--- src/rtl/muldiv_pkg.sv ---
// Shared encodings for the iterative multiply/divide unit.
// Operation codes, FSM states and the latched operation context.
package muldiv_pkg;

    typedef enum logic [1:0] {
        OP_MULTU = 2'b00,
        OP_MULT  = 2'b01,
        OP_DIVU  = 2'b10,
        OP_DIV   = 2'b11
    } op_e;

    typedef enum logic [1:0] {
        ST_IDLE = 2'b00,
        ST_CALC = 2'b01,
        ST_DONE = 2'b10
    } state_e;

    typedef struct packed {
        logic is_div;
        logic s1;
        logic s2;
    } ctx_t;

    function automatic logic op_is_div(input logic [1:0] op);
        return op[1];
    endfunction

    function automatic logic op_is_signed(input logic [1:0] op);
        return op[0];
    endfunction

endpackage

--- src/rtl/muldiv_signfix.sv ---
// Operand magnitude conversion and final sign correction for ex_muldiv.
// Purely combinational; both halves share one instance.
module muldiv_signfix #(
    parameter int WIDTH = 32
) (
    input  logic             signed_op,
    input  logic [WIDTH-1:0] opa,
    input  logic [WIDTH-1:0] opb,
    output logic [WIDTH-1:0] mag_a,
    output logic [WIDTH-1:0] mag_b,
    output logic             neg_a,
    output logic             neg_b,
    input  logic             is_div,
    input  logic             res_neg_a,
    input  logic             res_neg_b,
    input  logic [WIDTH-1:0] raw_hi,
    input  logic [WIDTH-1:0] raw_lo,
    output logic [WIDTH-1:0] res_hi,
    output logic [WIDTH-1:0] res_lo
);

    logic [2*WIDTH-1:0] prod;
    logic [2*WIDTH-1:0] prod_fix;
    logic               neg_q;

    always_comb begin
        neg_a = signed_op & opa[WIDTH-1];
        neg_b = signed_op & opb[WIDTH-1];
        mag_a = neg_a ? -opa : opa;
        mag_b = neg_b ? -opb : opb;
    end

    // Remainder follows the dividend; quotient/product follow sign xor.
    always_comb begin
        neg_q    = res_neg_a ^ res_neg_b;
        prod     = {raw_hi, raw_lo};
        prod_fix = neg_q ? -prod : prod;
        if (is_div) begin
            res_lo = neg_q ? -raw_lo : raw_lo;
            res_hi = res_neg_a ? -raw_hi : raw_hi;
        end else begin
            res_hi = prod_fix[2*WIDTH-1:WIDTH];
            res_lo = prod_fix[WIDTH-1:0];
        end
    end

endmodule

--- src/rtl/ex_muldiv.sv ---
// Iterative radix-2 multiply / restoring divide for the EX stage.
// Define MULDIV_DIV_EN to build the divider and the DIVU/DIV ops.
module ex_muldiv
    import muldiv_pkg::*;
#(
    parameter int WIDTH = 32,
    parameter int CNT_W = 6
) (
    input  logic             clk,
    input  logic             rst_n,
    input  logic             start_i,
    input  logic [1:0]       op_i,
    input  logic [WIDTH-1:0] reg1_i,
    input  logic [WIDTH-1:0] reg2_i,
    input  logic             cancel_i,
    output logic             stall_o,
    output logic             busy_o,
    output logic             done_o,
    output logic             whilo_o,
    output logic [WIDTH-1:0] hi_o,
    output logic [WIDTH-1:0] lo_o
);

    state_e           state;
    state_e           state_nxt;
    logic [CNT_W-1:0] cnt;
    ctx_t             ctx;
    logic             wr_q;
    logic             accept;
    logic             skip;
    logic             last;

    logic [WIDTH-1:0] opnd;
    logic [WIDTH-1:0] acc_hi;
    logic [WIDTH-1:0] acc_lo;
    logic [WIDTH-1:0] step_hi;
    logic [WIDTH-1:0] step_lo;
    logic [WIDTH:0]   mul_sum;

    logic [WIDTH-1:0] mag_a;
    logic [WIDTH-1:0] mag_b;
    logic             neg_a;
    logic             neg_b;
    logic [WIDTH-1:0] fix_hi;
    logic [WIDTH-1:0] fix_lo;

    assign accept = (state == ST_IDLE) & start_i & ~cancel_i;
    assign last   = (cnt == CNT_W'(WIDTH - 1));

`ifdef MULDIV_DIV_EN
    logic [WIDTH:0] div_sh;
    logic [WIDTH:0] div_df;

    assign skip = op_is_div(op_i) & (reg2_i == '0);
`else
    assign skip = op_is_div(op_i);
`endif

    muldiv_signfix #(
        .WIDTH(WIDTH)
    ) u_signfix (
        .signed_op(op_is_signed(op_i)),
        .opa      (reg1_i),
        .opb      (reg2_i),
        .mag_a    (mag_a),
        .mag_b    (mag_b),
        .neg_a    (neg_a),
        .neg_b    (neg_b),
        .is_div   (ctx.is_div),
        .res_neg_a(ctx.s1),
        .res_neg_b(ctx.s2),
        .raw_hi   (step_hi),
        .raw_lo   (step_lo),
        .res_hi   (fix_hi),
        .res_lo   (fix_lo)
    );

    // One iteration: shift-add multiply or restoring divide step.
    always_comb begin
        mul_sum = {1'b0, acc_hi} + (acc_lo[0] ? {1'b0, opnd} : '0);
        step_hi = mul_sum[WIDTH:1];
        step_lo = {mul_sum[0], acc_lo[WIDTH-1:1]};
`ifdef MULDIV_DIV_EN
        div_sh = {acc_hi, acc_lo[WIDTH-1]};
        div_df = div_sh - {1'b0, opnd};
        if (ctx.is_div) begin
            step_hi = div_df[WIDTH] ? div_sh[WIDTH-1:0] : div_df[WIDTH-1:0];
            step_lo = {acc_lo[WIDTH-2:0], ~div_df[WIDTH]};
        end
`endif
    end

    always_ff @(posedge clk or negedge rst_n) begin
        if (!rst_n) begin
            state <= ST_IDLE;
        end else begin
            state <= state_nxt;
        end
    end

    always_comb begin
        state_nxt = state;
        unique case (state)
            ST_IDLE: if (accept) state_nxt = skip ? ST_DONE : ST_CALC;
            ST_CALC: if (last) state_nxt = ST_DONE;
            ST_DONE: state_nxt = ST_IDLE;
            default: state_nxt = ST_IDLE;
        endcase
        if (cancel_i) state_nxt = ST_IDLE;
    end

    always_comb begin
        busy_o  = (state != ST_IDLE);
        stall_o = accept | (state == ST_CALC);
        done_o  = (state == ST_DONE) & ~cancel_i;
        whilo_o = done_o & wr_q;
    end

    always_ff @(posedge clk or negedge rst_n) begin
        if (!rst_n) begin
            cnt    <= '0;
            ctx    <= '0;
            wr_q   <= 1'b0;
            opnd   <= '0;
            acc_hi <= '0;
            acc_lo <= '0;
            hi_o   <= '0;
            lo_o   <= '0;
        end else if (accept) begin
            cnt    <= '0;
            acc_hi <= '0;
            wr_q   <= 1'b1;
            ctx.s1 <= neg_a;
            ctx.s2 <= neg_b;
`ifdef MULDIV_DIV_EN
            ctx.is_div <= op_is_div(op_i);
`else
            ctx.is_div <= 1'b0;
`endif
            if (op_is_div(op_i)) begin
                opnd   <= mag_b;
                acc_lo <= mag_a;
            end else begin
                opnd   <= mag_a;
                acc_lo <= mag_b;
            end
            if (skip) begin
`ifdef MULDIV_DIV_EN
                hi_o <= reg1_i;
                lo_o <= '1;
`else
                wr_q <= 1'b0;
                hi_o <= '0;
                lo_o <= '0;
`endif
            end
        end else if (state == ST_CALC) begin
            cnt    <= cnt + 1'b1;
            acc_hi <= step_hi;
            acc_lo <= step_lo;
            if (last && !cancel_i) begin
                hi_o <= fix_hi;
                lo_o <= fix_lo;
            end
        end
    end

endmodule
--- config.mk ---
export PLATFORM = sky130hd
export DESIGN_NAME = ex_muldiv
export DESIGN_NICKNAME = d
export VERILOG_FILES = /design/src/rtl/muldiv_pkg.sv /design/src/rtl/muldiv_signfix.sv /design/src/rtl/ex_muldiv.sv
export SDC_FILE = /design/constraint.sdc
export NUM_CORES = 1
export LEC_CHECK = 0
export CORE_AREA = 5 5 244 187
export CTS_CLUSTER_DIAMETER = 120
export DETAILED_ROUTE_END_ITERATION = 12
export DIE_AREA = 0 0 249 192
export PLACE_DENSITY = 0.51
export SLEW_MARGIN = 5
export SYNTH_ARGS = -nofsm -noshare
export SYNTH_HDL_FRONTEND = slang
export SYNTH_HIERARCHICAL = 1
export SYNTH_SLANG_ARGS = --single-unit
--- constraint.sdc ---
create_clock -name clk -period 6.4 [get_ports clk]
set_input_delay 0.96 -clock clk [delete_from_list [all_inputs] [get_ports clk]]
set_output_delay 0.96 -clock clk [all_outputs]
set_load 0.01 [all_outputs]
=== Yosys cells after proc, flatten, opt, wreduce, memory -nomap -nowiden ===
Index checks and enable logic that the tools add are counted.
W data, S select, Z words.

* Input port bits: 70
* Memories kept: 0
* Word-level logic and storage cells: 63
* RAM bits: 0
* ROM bits: 0
* Output and inout bits: 68
* Latch bits: 0
* Register bits after elaboration: 171

* Shift operators: 0
* $add $sub $neg: 5
* Mux-type cells: 25
* Magnitude comparators: 0
* Reductions and logical operators: 8
* $mul: 0
* Eq/ne operators: 6
* Bitwise logic cells: 9
* Div/mod/pow operators: 0

{| class="wikitable"
|+ Operators with widths
! kind !! number
|-
| $mux W32 || 16
|-
| $mux W64 || 1
|-
| $neg A32 Y32 || 2
|-
| $neg A64 Y64 || 1
|-
| $add A32 B32 Y33 || 1
|-
| $mux W6 || 2
|-
| $mux W2 || 4
|-
| $add A6 B1 Y6 const B || 1
|-
| $and A1 B1 Y1 || 6
|-
| $eq A6 B5 Y1 const B || 1
|-
| $ne A3 B3 Y1 const B || 2
|-
| $reduce_bool A2 Y1 || 3
|-
| $pmux W2 S2 || 1
|-
| $reduce_and A3 Y1 || 1
|-
| $eq A2 B1 Y1 const B || 1
|-
| $eq A2 B2 Y1 const B || 1
|-
| $logic_not A2 Y1 || 1
|-
| $ne A2 B2 Y1 const B || 1
|-
| $reduce_and A2 Y1 || 1
|-
| $logic_and A1 B1 Y1 || 1
|-
| $logic_not A1 Y1 || 1
|-
| $mux W1 || 1
|-
| $not A1 Y1 || 1
|-
| $or A1 B1 Y1 || 1
|-
| $xor A1 B1 Y1 || 1
|}

=== Logic depth before layout (Yosys ltp) ===
Gate-level depths: netlist (run 1).

* Depth in word-level cells: 7
* Gate-level depth with buffers: 18
* Depth with buffers taken out: 17

=== Modules after synthesis ===
Netlist (run 1), hierarchy kept.

{| class="wikitable"
|+ By module, submodules not included
! module !! area each (µm²) !! cells each !! seq. area each (µm²) !! instances
|-
| ex_muldiv || 9422.8 || 1066 || 4279.1 || 1
|-
| muldiv_signfix || 3283.1 || 513 || 0.0 || 1
|}

=== Worst setup path before layout (run 1) ===
OpenSTA, ideal clock, no wires.

* Kind: reg-to-reg
* Start: reg acc_lo[0]
* End: reg hi_o[23]
* Setup time: 0.117 ns
* Arrival time: 3.731 ns
* Path buffers: 1
* Stages on the path, launching flop included: 18
* Slack: 2.552 ns
* Cell sequence: dfrtp_1 -> clkbuf_1 -> and2_1 -> ha_1 -> fa_1 -> a21o_1 -> nand4_1 -> nand2_1 -> a211o_1 -> a21oi_1 -> xnor2_1 -> nor4_1 -> nand4_1 -> nor4_1 -> o211ai_1 -> xor2_1 -> nand3_1 -> nand2_1

* Longest elaborated chain between the ends: 7

{| class="wikitable"
|+ Ends and longest elaborated chain
! element !! RTL line !! text
|-
| start: declaration || ex_muldiv.sv:35 || <nowiki>logic [WIDTH-1:0] acc_lo;</nowiki>
|-
| start signal: assignment || ex_muldiv.sv:142 || <nowiki>acc_lo <= mag_a;</nowiki>
|-
| start signal: assignment || ex_muldiv.sv:145 || <nowiki>acc_lo <= mag_b;</nowiki>
|-
| start signal: assignment || ex_muldiv.sv:160 || <nowiki>acc_lo <= step_lo;</nowiki>
|-
| $mux W32 || ex_muldiv.sv:80 || <nowiki>mul_sum = {1'b0, acc_hi} + (acc_lo[0] ? {1'b0, opnd} : '0);</nowiki>
|-
| $add A32 B32 Y33 || ex_muldiv.sv:80 ||
|-
| named net mul_sum[10] || ex_muldiv.sv:38 || <nowiki>logic [WIDTH:0] mul_sum;</nowiki>
|-
| $neg A64 Y64 || muldiv_signfix.sv:37 || <nowiki>prod_fix = neg_q ? -prod : prod;</nowiki>
|-
| $mux W64 || muldiv_signfix.sv:37 ||
|-
| named net fix_hi[23] || ex_muldiv.sv:44 || <nowiki>logic [WIDTH-1:0] fix_hi;</nowiki>
|-
| $mux W32 || ex_muldiv.sv:161 || <nowiki>if (last && !cancel_i) begin</nowiki>
|-
| $mux W32 || ex_muldiv.sv:157 || <nowiki>end else if (state == ST_CALC) begin</nowiki>
|-
| $mux W32 || ex_muldiv.sv:129 || <nowiki>end else if (accept) begin</nowiki>
|-
| end signal: assignment || ex_muldiv.sv:162 || <nowiki>hi_o <= fix_hi;</nowiki>
|-
| end: declaration || ex_muldiv.sv:20 || <nowiki>output logic [WIDTH-1:0] hi_o,</nowiki>
|}

The timed path passes the listed nets, and every way through them passes these cells. The select of a mux whose other input is x is not followed.
A chain may end at the register's enable or synchronous reset.

=== Worst setup path in the final report (run 1) ===
* Start: reg acc_lo[0]
* End: reg hi_o[28]

Same word-level chain as after synthesis.

==> results.ini, run 1 <==
[status]
outcome = completed

[placed_design]
numPortBuffers = 137
gp_congestion = 0.951
dp_hpwl_um = 34300

[logic_synthesis]
ys.flop_type = dfrtp_1
synth_edf_count = 0
synth_seq_cells = 171
ys_warn_count = 6
yosysSeqAreaShare_pct = 33.7
async_flop_share_pct = 100
synth_cell_types = 80
post_synth.cell_area_avg_um2 = 8.05
syn-cell-area_um2 = 12700
synth_cells = 1579

[hold_path]
hp-class = reg2reg

[clock_network]
cts_tree = built
cts_setup_buffers = 0
cts_hold_buffers = 0
cts.sinks = 171
clock_tree.root_cell = clkbuf_16
clk_path_buf_depth = 2
clkTransAtPathRegs_ns = 0.07
cts_max_level = 4
insertion_delay_ns = 0.47
ctsResizeCount = 0
numCtsBuffers = 17

[setup_path]
crit_chain = and2_1 > ha_1 > fa_1 > a21o_1 > nand4_1 > a21oi_1 > o211ai_2 > o211ai_2 > xor2_1 > nor4_1 > nand4_1 > o31a_1 > o211a_1 > a311oi_1 > nand3_1 > nand2_1
arrival_ns = 5.33
worstSetupEndpointType = flip-flop
cp_slowest_cell = dfrtp_1
critPathKind = reg2reg
cp.required_ns = 6.80
worstPathBufferInverterCount = 0
crit_path_start_kind = flip-flop
slowest_delay_ns = 0.86
crit_family = compound AO/OA/AOI/OAI gates
path_max_fanout = 33

[floorplan]
dieWidth_um = 249
die_h_um = 192
pin_count = 138
rows = 66
initial_core_util_pct = 29.6
dieArea_um2 = 47800
core_area_um2 = 42900

[sta]
tns_ns = 0
max_freq_mhz = 203
slew_violations = 0
skew_ns = 0.0167
rsz0062_at_grt = no
finalHoldViolations = 0
slew_headroom_pct = 11.9
timing.final.crit_share_pct = 77.1
setup_violations = 0
worstMarginPinSlew_ns = 1.31
fin_crit_ns = 4.93

[pwr]
total_power_mw = 6.57
power_density_nw_per_um2 = 434
leakage_nw = 6.43
ir_worst_vdd_mv = 0.257

[grt]
grt_pass1_wl_um = 68300
grt-ovfl-total = 0
grt_max_degree = 98
antenna_found_initial = 0
grt_pass1_vias = 11000
grt_usage_pct = 18.2

[route]
vias = 12000
wl_per_cell_um = 19.9
drtAntennaViolNets = 0
dr.pass1.iters = 8
routed_via_density = 5.34
dr.first_iter.drc_count = 1107
drc = 0
drt-total-wl_um = 44600

[cells_and_area]
layout.cells.most_common = nand2_1
fill_cells = 4438
drive_above_1_share_pct = 4.86
syn_to_final_growth_pct = 19.3
antenna_cells = 0
fin_nets = 1761
mostFrequentLayoutCells = nand2_1 (279), dfrtp_1 (171), clkdlybuf4s50_1 (135)
final_core_util_pct = 35.4

[job]
cap_violations = 0

path summary, 6_finish.rpt:
path,to,slack [ns],depth (start not counted),startpoint
max reg2reg,hi_o[28],1.47,16,acc_lo[0]
max,hi_o[28],1.47,16,acc_lo[0]
min reg2reg,lo_o[1],0.47,2,lo_o[1]
min,lo_o[1],0.47,2,lo_o[1]
min in group asynchronous,opnd[15],0.51,1,rst_n
max in group asynchronous,hi_o[6],4.62,2,rst_n
synth_stat cells (6+ instances only):
cell | n | area (um^2)
xnor2_1 | 76 | 666
a21oi_1 | 104 | 521
a22o_1 | 20 | 175
nor3_1 | 32 | 160
nor2b_1 | 33 | 206
o31ai_1 | 21 | 158
a211oi_1 | 32 | 240
buf_2 | 17 | 85.1
a31oi_1 | 53 | 332
ha_1 | 37 | 463
a21o_1 | 13 | 97.6
nand4_1 | 19 | 119
mux2i_1 | 34 | 340
or4_1 | 10 | 75.1
o41ai_1 | 6 | 52.6
and2_1 | 40 | 250
and3_1 | 9 | 56.3
clkbuf_1 | 70 | 263
o21ai_0 | 50 | 250
dfrtp_1 | 171 | 4280
buf_1 | 7 | 26.3
o21ai_1 | 8 | 40.0
or3_1 | 9 | 56.3
xor2_1 | 74 | 648
nand2_1 | 279 | 1050
nor4_1 | 29 | 181
nor2_1 | 104 | 390
a41oi_1 | 6 | 52.6
nand3_1 | 81 | 405
inv_1 | 34 | 128
tightest hold or removal path: stages (launching register included):
cell and delay, ns:
dfrtp_1 0.34, nand2_1 0.05, nand2_1 0.04
kinds of logic (layout without fill, tap and decap cells):
logic type      after synthesis  count (layout)  share of synthesized area, %
mux                          34              34                          2.68
xor+xnor                    150             150                          10.3
buf+inv                     133             219                          4.25
fa+ha+maj                    38              38                          3.80
other cells                   1               2                        0.0295
compound gates              374             374                          19.8
flops                       171             171                          33.7
simple gates                678             678                          25.4
per-layer routing:
metal | track usage (%) | wire [um]
met5 | 0 | 0
met3 | 3.79 | 2850
met1 | 29.1 | 23400
met4 | 3.18 | 403
met2 | 24.9 | 18000
power by group:
group	total (mW)	leakage (nW)	switching [mW]	internal [mW]
Combinational	3.65	4.03	2.25	1.40
Clock	1.10	0.298	0.537	0.565
Sequential	1.82	2.11	0.355	1.46
Total	6.57	6.43	3.14	3.43
stage by stage:
| step | hold slack (ns) | instances | setup slack (ns) | area (um^2) |
|---|---|---|---|---|
| floorplan | 0.442 | 1580 | 2.55 | 12700 |
| global placement | 0.454 | 2212 | 1.73 | 14500 |
| detailed placement | 0.456 | 2212 | 1.62 | 14500 |
| CTS | 0.474 | 2244 | 1.60 | 15200 |
| global route | 0.489 | 2244 | 1.09 | 15200 |
| finish | 0.466 | 2244 | 1.47 | 15200 |
layout make-up:
class,instances,area (um^2),area share (%)
Timing Repair Buffer,153,1500,9.91
Clock buffer,17,425,2.81
Inverter,34,128,0.842
Multi-Input combinational cell,1276,7910,52.2
Clock inverter,15,194,1.28
Sequential cell,171,4280,28.2
Tap cell,578,723,4.77
state kept, by name, indices dropped and copies added, names as in the netlist:
| register | cells |
|---|---|
| acc_hi | 32 |
| acc_lo | 32 |
| cnt | 6 |
| ctx | 2 |
| hi_o | 32 |
| lo_o | 32 |
| opnd | 32 |
| state | 2 |
| wr_q | 1 |
Note: power is estimated with default switching activity, not from simulation.
==> run 2: changes to the inputs <==
--- a/config.mk
+++ b/config.mk
@@ -9,7 +9,7 @@
 export CTS_CLUSTER_DIAMETER = 120
 export DETAILED_ROUTE_END_ITERATION = 12
 export DIE_AREA = 0 0 249 192
-export PLACE_DENSITY = 0.51
+export PLACE_DENSITY = 0.53
 export SLEW_MARGIN = 5
 export SYNTH_ARGS = -nofsm -noshare
 export SYNTH_HDL_FRONTEND = slang
==> constraint.sdc (replaced) <==
create_clock -name clk -period 4.1 [get_ports clk]
set_input_delay 0.615 -clock clk [delete_from_list [all_inputs] [get_ports clk]]
set_output_delay 0.615 -clock clk [all_outputs]
set_load 0.01 [all_outputs]
==> run 2 against run 1 <==
Cell count increased by 5.6%. Flip-flop and latch count stayed put. Combinational power rose by 93%. Final area grew 8.3%. Worst hold slack worse by 0.33 ns. Sequential power rose by 58%. Clock power increased by 51%. Die area unchanged. Total power is 76% higher. Critical path depth up 4. Global-route usage is 0.32 points higher. Sequential share of layout area down 2.2 points.
==> results.ini, run 2 (synthesis results as in run 1) <==
[setup_path]
worstPathBufferInverterCount = 4  ; was 0
cp_slowest_cell = dfrtp_1  ; unchanged
r2r_end = hi_o[28]  ; unchanged
crit_family = compound AO/OA/AOI/OAI gates  ; unchanged
path_max_fanout = 10  ; was 33
cp_num_cells = 20  ; was 16
rrSetupSlack_ns = 0.14  ; was 1.47 ns
critPathKind = reg2reg  ; unchanged
cp.required_ns = 4.50  ; was 6.80 ns
worstSetupEndpointType = flip-flop  ; unchanged
slowest_delay_ns = 0.42  ; was 0.86 ns
crit_chain = buf_6 > and2_1 > ha_4 > a21o_1 > o21bai_1 > a32oi_2 > buf_4 > o31ai_4 > a41oi_4 > o21bai_1 > xor2_1 > nor4_2 > buf_4 > nand4_1 > buf_4 > o31a_1 > o211a_1 > a311oi_2 > nand3_1 > nand2_1  ; was and2_1 > ha_1 > fa_1 > a21o_1 > nand4_1 > a21oi_1 > o211ai_2 > o211ai_2 > xor2_1 > nor4_1 > nand4_1 > o31a_1 > o211a_1 > a311oi_1 > nand3_1 > nand2_1
arrival_ns = 4.36  ; was 5.33 ns
r2r_cells = 20  ; was 16
crit_path_start_kind = flip-flop  ; unchanged
crit_path_frequent_cell = buf_4
rr_startpoint = acc_lo[0]  ; unchanged

[clock_network]
insertion_delay_ns = 0.46  ; was 0.47 ns
clkTransAtPathRegs_ns = 0.08  ; was 0.07 ns
cts_tree = built  ; unchanged
clk_path_buf_depth = 2  ; unchanged
cts.sinks = 171  ; unchanged
cts_hold_buffers = 0  ; unchanged
numCtsBuffers = 17  ; unchanged
cts_max_level = 4  ; unchanged
clock_tree.root_cell = clkbuf_16  ; unchanged

[grt]
grt_usage_pct = 18.5  ; was 18.2%
grt_pass1_wl_um = 70200  ; was 68300 um
antenna_found_initial = 0  ; unchanged
grt-ovfl-total = 0  ; unchanged
grt_max_degree = 139  ; was 98
grt_pass1_vias = 11700  ; was 11000

[floorplan]
core_area_um2 = 42900  ; unchanged
initial_core_util_pct = 29.6  ; unchanged
pin_count = 138  ; unchanged
dieWidth_um = 249  ; unchanged
dieArea_um2 = 47800  ; unchanged
rows = 66  ; unchanged
die_h_um = 192  ; unchanged

[cells_and_area]
syn_to_final_growth_pct = 29.3  ; was 19.3%
layout.cells.non_filler = 2369  ; was 2244
antenna_cells = 0  ; unchanged
layout.cells.most_common = nand2_1  ; unchanged
fill_cells = 4429  ; was 4438
regArea_um2 = 4280  ; unchanged
mostFrequentLayoutCells = nand2_1 (276), dfrtp_1 (171), buf_4 (139)  ; was nand2_1 (279), dfrtp_1 (171), clkdlybuf4s50_1 (135)
fin_nets = 1886  ; was 1761
drive_above_1_share_pct = 14.5  ; was 4.86%
final_cell_area_um2 = 16400  ; was 15200 um^2
multi_input_area_um2 = 8250  ; was 7910 um^2
final_core_util_pct = 38.3  ; was 35.4%

[pwr]
total_power_mw = 11.6  ; was 6.57 mW
power_density_nw_per_um2 = 705  ; was 434 nW/um^2
leakage_nw = 7.13  ; was 6.43 nW
ir_worst_vdd_mv = 0.527  ; was 0.257 mV

[placed_design]
place_area_um2 = 15400  ; was 14500 um^2
numPortBuffers = 137  ; unchanged
dp_hpwl_um = 35900  ; was 34300 um
placed_cells_incl_taps = 2329  ; was 2212
preCtsSetupSlack_ns = -0.00946  ; was 1.62 ns
gp_congestion = 0.897  ; was 0.951

[sta]
max_freq_mhz = 252  ; was 203 MHz
tns_ns = 0  ; unchanged
hold_slack_ns = 0.134  ; was 0.466 ns
finalHoldViolations = 0  ; unchanged
skew_ns = 0.0151  ; was 0.0167 ns
worstMarginPinSlew_ns = 1.13  ; was 1.31 ns
setup_violations = 0  ; unchanged
rsz0062_at_grt = yes  ; was no
timing.final.crit_share_pct = 96.7  ; was 77.1%
fin_crit_ns = 3.96  ; was 4.93 ns
setup_ws_ns = 0.137  ; was 1.47 ns
slew_violations = 0  ; unchanged
slew_headroom_pct = 24.7  ; was 11.9%

[hold_path]
hp-class = in2async  ; was reg2reg

[status]
outcome = completed  ; unchanged

[route]
dr.first_iter.drc_count = 953  ; was 1107
vias = 12300  ; was 12000
drt-total-wl_um = 45700  ; was 44600 um
wl_per_cell_um = 19.3  ; was 19.9 um
drc = 0  ; unchanged
routed_via_density = 5.21  ; was 5.34
drtAntennaViolNets = 0  ; unchanged
dr.pass1.iters = 5  ; was 8

[job]
cap_violations = 0  ; unchanged

-- run 2: final cells by class --
cell class              instances  share of cell area [%]
clock buffers                  18                    2.61
clock inverters                14                   0.937
inverters                      34                   0.777
multi-input cells            1276                    50.3
flip-flops and latches        171                    26.1
well taps                     578                    4.40
repair buffers                278                    15.0
-- run 2: worst max path at each step --
stage | from | to
floorplan | acc_lo[0] | hi_o[23]
CTS | acc_lo[0] | hi_o[28]
global route | acc_lo[0] | hi_o[22]
finish | acc_lo[0] | hi_o[28]
detailed placement | acc_lo[0] | hi_o[28]
global placement | acc_lo[0] | hi_o[22]
-- run 2: what timing repair did --
action / in CTS / in global routing
gates resized for setup: 1 / 67
setup endpoints to repair: 1 / 16
setup buffers: 0 / 8
pin swaps: 0 / 23
-- run 2: worst reg2reg max path, cell delays in order, from the launching register on --
cell and delay (ns):
dfrtp_1 0.42, buf_6 0.16, and2_1 0.17, ha_4 0.24
a21o_1 0.21, o21bai_1 0.21, a32oi_2 0.18, buf_4 0.18
o31ai_4 0.09, a41oi_4 0.23, o21bai_1 0.10, xor2_1 0.17
nor4_2 0.27, buf_4 0.16, nand4_1 0.10, buf_4 0.18
o31a_1 0.25, o211a_1 0.25, a311oi_2 0.18, nand3_1 0.10
nand2_1 0.09
-- run 2: report_power, final --
| group | leakage [nW] | total [mW] | internal, mW | switching [mW] |
|---|---|---|---|---|
| Sequential | 2.11 | 2.87 | 2.29 | 0.586 |
| Combinational | 4.74 | 7.05 | 3.14 | 3.90 |
| Clock | 0.278 | 1.66 | 0.863 | 0.801 |
| Total | 7.13 | 11.6 | 6.29 | 5.29 |
-- run 2: routing by layer --
layer / routed length (um) / GRT usage [%] / vias up
li1: - / - / 6047
met1: 24200 / 29.4 / 5978
met2: 18600 / 25.9 / 297
met3: 2490 / 3.97 / 21
met4: 340 / 2.74 / 0
met5: 0 / 0 / -
==> run 3: changes to the inputs <==
--- a/config.mk
+++ b/config.mk
@@ -9,7 +9,8 @@
 export CTS_CLUSTER_DIAMETER = 120
 export DETAILED_ROUTE_END_ITERATION = 12
 export DIE_AREA = 0 0 249 192
-export PLACE_DENSITY = 0.53
+export DONT_BUFFER_PORTS = 1
+export PLACE_DENSITY = 0.49
 export SLEW_MARGIN = 5
 export SYNTH_ARGS = -nofsm -noshare
 export SYNTH_HDL_FRONTEND = slang
==> run 3 against run 2 <==
The flow now finishes with violations (hold timing). Clock-buffer cell count unchanged. Routed wire length grew 2.7%. First-iteration DRC count increased by 7.0%. Flip-flop and latch count unchanged. Clock power increased by 7%. Sequential power is 7.3% higher. Core utilization is 2.9 points lower. Die area unchanged.
==> results.ini, run 3 (synthesis results as in run 1) <==
[status]
outcome = finished with violations  ; was completed
violations = hold timing

[route]
dr.pass1.iters = 5  ; unchanged
dr.first_iter.drc_count = 1020  ; was 953
drtAntennaViolNets = 0  ; unchanged
vias = 11900  ; was 12300
routed_via_density = 5.33  ; was 5.21
wl_per_cell_um = 21.0  ; was 19.3 um
drc = 0  ; unchanged
drt-total-wl_um = 46900  ; was 45700 um

[setup_path]
path_max_fanout = 7  ; was 10
arrival_ns = 4.42  ; was 4.36 ns
critPathKind = reg2reg  ; unchanged
crit_path_start_kind = flip-flop  ; unchanged
cp.required_ns = 4.49  ; was 4.50 ns
worstSetupEndpointType = flip-flop  ; unchanged

[floorplan]
dieArea_um2 = 47800  ; unchanged
dieWidth_um = 249  ; unchanged
die_h_um = 192  ; unchanged
pin_count = 138  ; unchanged
core_area_um2 = 42900  ; unchanged
rows = 66  ; unchanged
initial_core_util_pct = 29.6  ; unchanged

[cells_and_area]
final_cell_area_um2 = 15200  ; was 16400 um^2
antenna_cells = 0  ; unchanged
drive_above_1_share_pct = 16.1  ; was 14.5%
fin_nets = 1753  ; was 1886
syn_to_final_growth_pct = 19.6  ; was 29.3%
layout.cells.most_common = nand2_1  ; unchanged
final_core_util_pct = 35.4  ; was 38.3%
mostFrequentLayoutCells = nand2_1 (278), dfrtp_1 (170), buf_4 (141)  ; was nand2_1 (276), dfrtp_1 (171), buf_4 (139)

[pwr]
ir_worst_vdd_mv = 0.338  ; was 0.527 mV
leakage_nw = 6.67  ; was 7.13 nW
power_density_nw_per_um2 = 739  ; was 705 nW/um^2

[sta]
max_freq_mhz = 248  ; was 252 MHz
rsz0062_at_grt = yes  ; unchanged
setup_ws_ns = 0.0707  ; was 0.137 ns
skew_ns = 0.0220  ; was 0.0151 ns
timing.final.crit_share_pct = 98.3  ; was 96.7%
slew_violations = 0  ; unchanged
hold_slack_ns = -0.143  ; was 0.134 ns
worstMarginPinSlew_ns = 1.26  ; was 1.13 ns
finalHoldViolations = 171  ; was 0
slew_headroom_pct = 15.9  ; was 24.7%
setup_violations = 0  ; unchanged
fin_crit_ns = 4.03  ; was 3.96 ns

[grt]
grt_pass1_vias = 11100  ; was 11700
antenna_found_initial = 0  ; unchanged
grt-ovfl-total = 0  ; unchanged
grt_max_degree = 172  ; was 139
grt_pass1_wl_um = 70700  ; was 70200 um
grt_usage_pct = 19.1  ; was 18.5%

[hold_path]
hp-class = in2async  ; unchanged

[clock_network]
insertion_delay_ns = 0.47  ; was 0.46 ns
clkTransAtPathRegs_ns = 0.07  ; was 0.08 ns
cts_tree = built  ; unchanged
clk_path_buf_depth = 2  ; unchanged
cts.sinks = 171  ; unchanged
numCtsBuffers = 17  ; unchanged
clock_tree.root_cell = clkbuf_16  ; unchanged
cts_max_level = 4  ; unchanged

[job]
cap_violations = 0  ; unchanged

[placed_design]
dp_hpwl_um = 36600  ; was 35900 um
preCtsSetupSlack_ns = -0.0632  ; was -0.00946 ns
numPortBuffers = 0  ; was 137
place_area_um2 = 14100  ; was 15400 um^2
gp_congestion = 0.912  ; was 0.897

run 3: repair_timing:
action	4_1_cts	5_1_grt
buffers inserted	0	8
hold endpoints to repair	171	171
pin swaps	2	24
gates resized for setup	3	72
endpoints found under the setup margin	3	18
run 3: path summary, 6_finish.rpt:
check                           from  endpoint  slack, ns  cells after the start
setup / recovery           acc_lo[0]  hi_o[29]       0.07                     13
hold / removal                 rst_n   hi_o[9]      -0.14                      0
setup reg to reg           acc_lo[0]  hi_o[29]       0.07                     13
hold reg to reg                 wr_q      wr_q       0.48                      2
max in group asynchronous      rst_n  opnd[24]       3.90                      0
min in group clk             op_i[1]  state[0]       0.26                      1
run 3: routing by layer:
| layer | part of all wire, % | GRT usage [%] | routed length, um | vias up |
|---|---|---|---|---|
| li1 | - | - | - | 5762 |
| met1 | 53 | 30.7 | 24700 | 5823 |
| met2 | 40 | 26.1 | 18900 | 313 |
| met3 | 6.4 | 4.22 | 3020 | 22 |
| met4 | 0.66 | 2.50 | 309 | 0 |
| met5 | 0 | 0 | 0 | - |
run 3: critical path: stages, from the launching register on:
cell and delay [ns]:
dfrtp_2 0.44, clkbuf_2 0.15, and2_2 0.21, fa_1 0.42, a21o_1 0.21, a21oi_2 0.16, xnor2_1 0.11, or4_4 0.58
or4b_4 0.54, a2111o_1 0.54, o211a_1 0.27, nor3_2 0.16, nand3_1 0.09, nand2_1 0.10
run 3: final cells by class:
class / count / area [um^2]
sequential: 171 / 4280
inverter: 34 / 128
tap: 578 / 723
clock buffer: 18 / 429
multi-input combinational: 1276 / 8310
timing repair buffer: 145 / 1110
fill: 4466 / 27700
clock inverter: 14 / 205
run 3: stage by stage:
stage	TNS, ns	std cells	power (mW)	hold slack [ns]
6_report	0	2236	11.2	-0.143
3_5_place_dp	-0.0713	2196	8.88	0.331
3_3_place_gp	-0.108	2196	8.90	0.331
4_1_cts	0	2228	10.7	-0.170
2_1_floorplan	0	1580	6.31	0.319
5_1_grt	-0.115	2236	12.0	-0.173
run 3: where the power goes:
| group | switching (mW) | internal [mW] | total [mW] |
|---|---|---|---|
| Sequential | 0.790 | 2.29 | 3.08 |
| Combinational | 3.66 | 2.71 | 6.37 |
| Clock | 0.791 | 0.987 | 1.78 |
| Total | 5.24 | 5.98 | 11.2 |
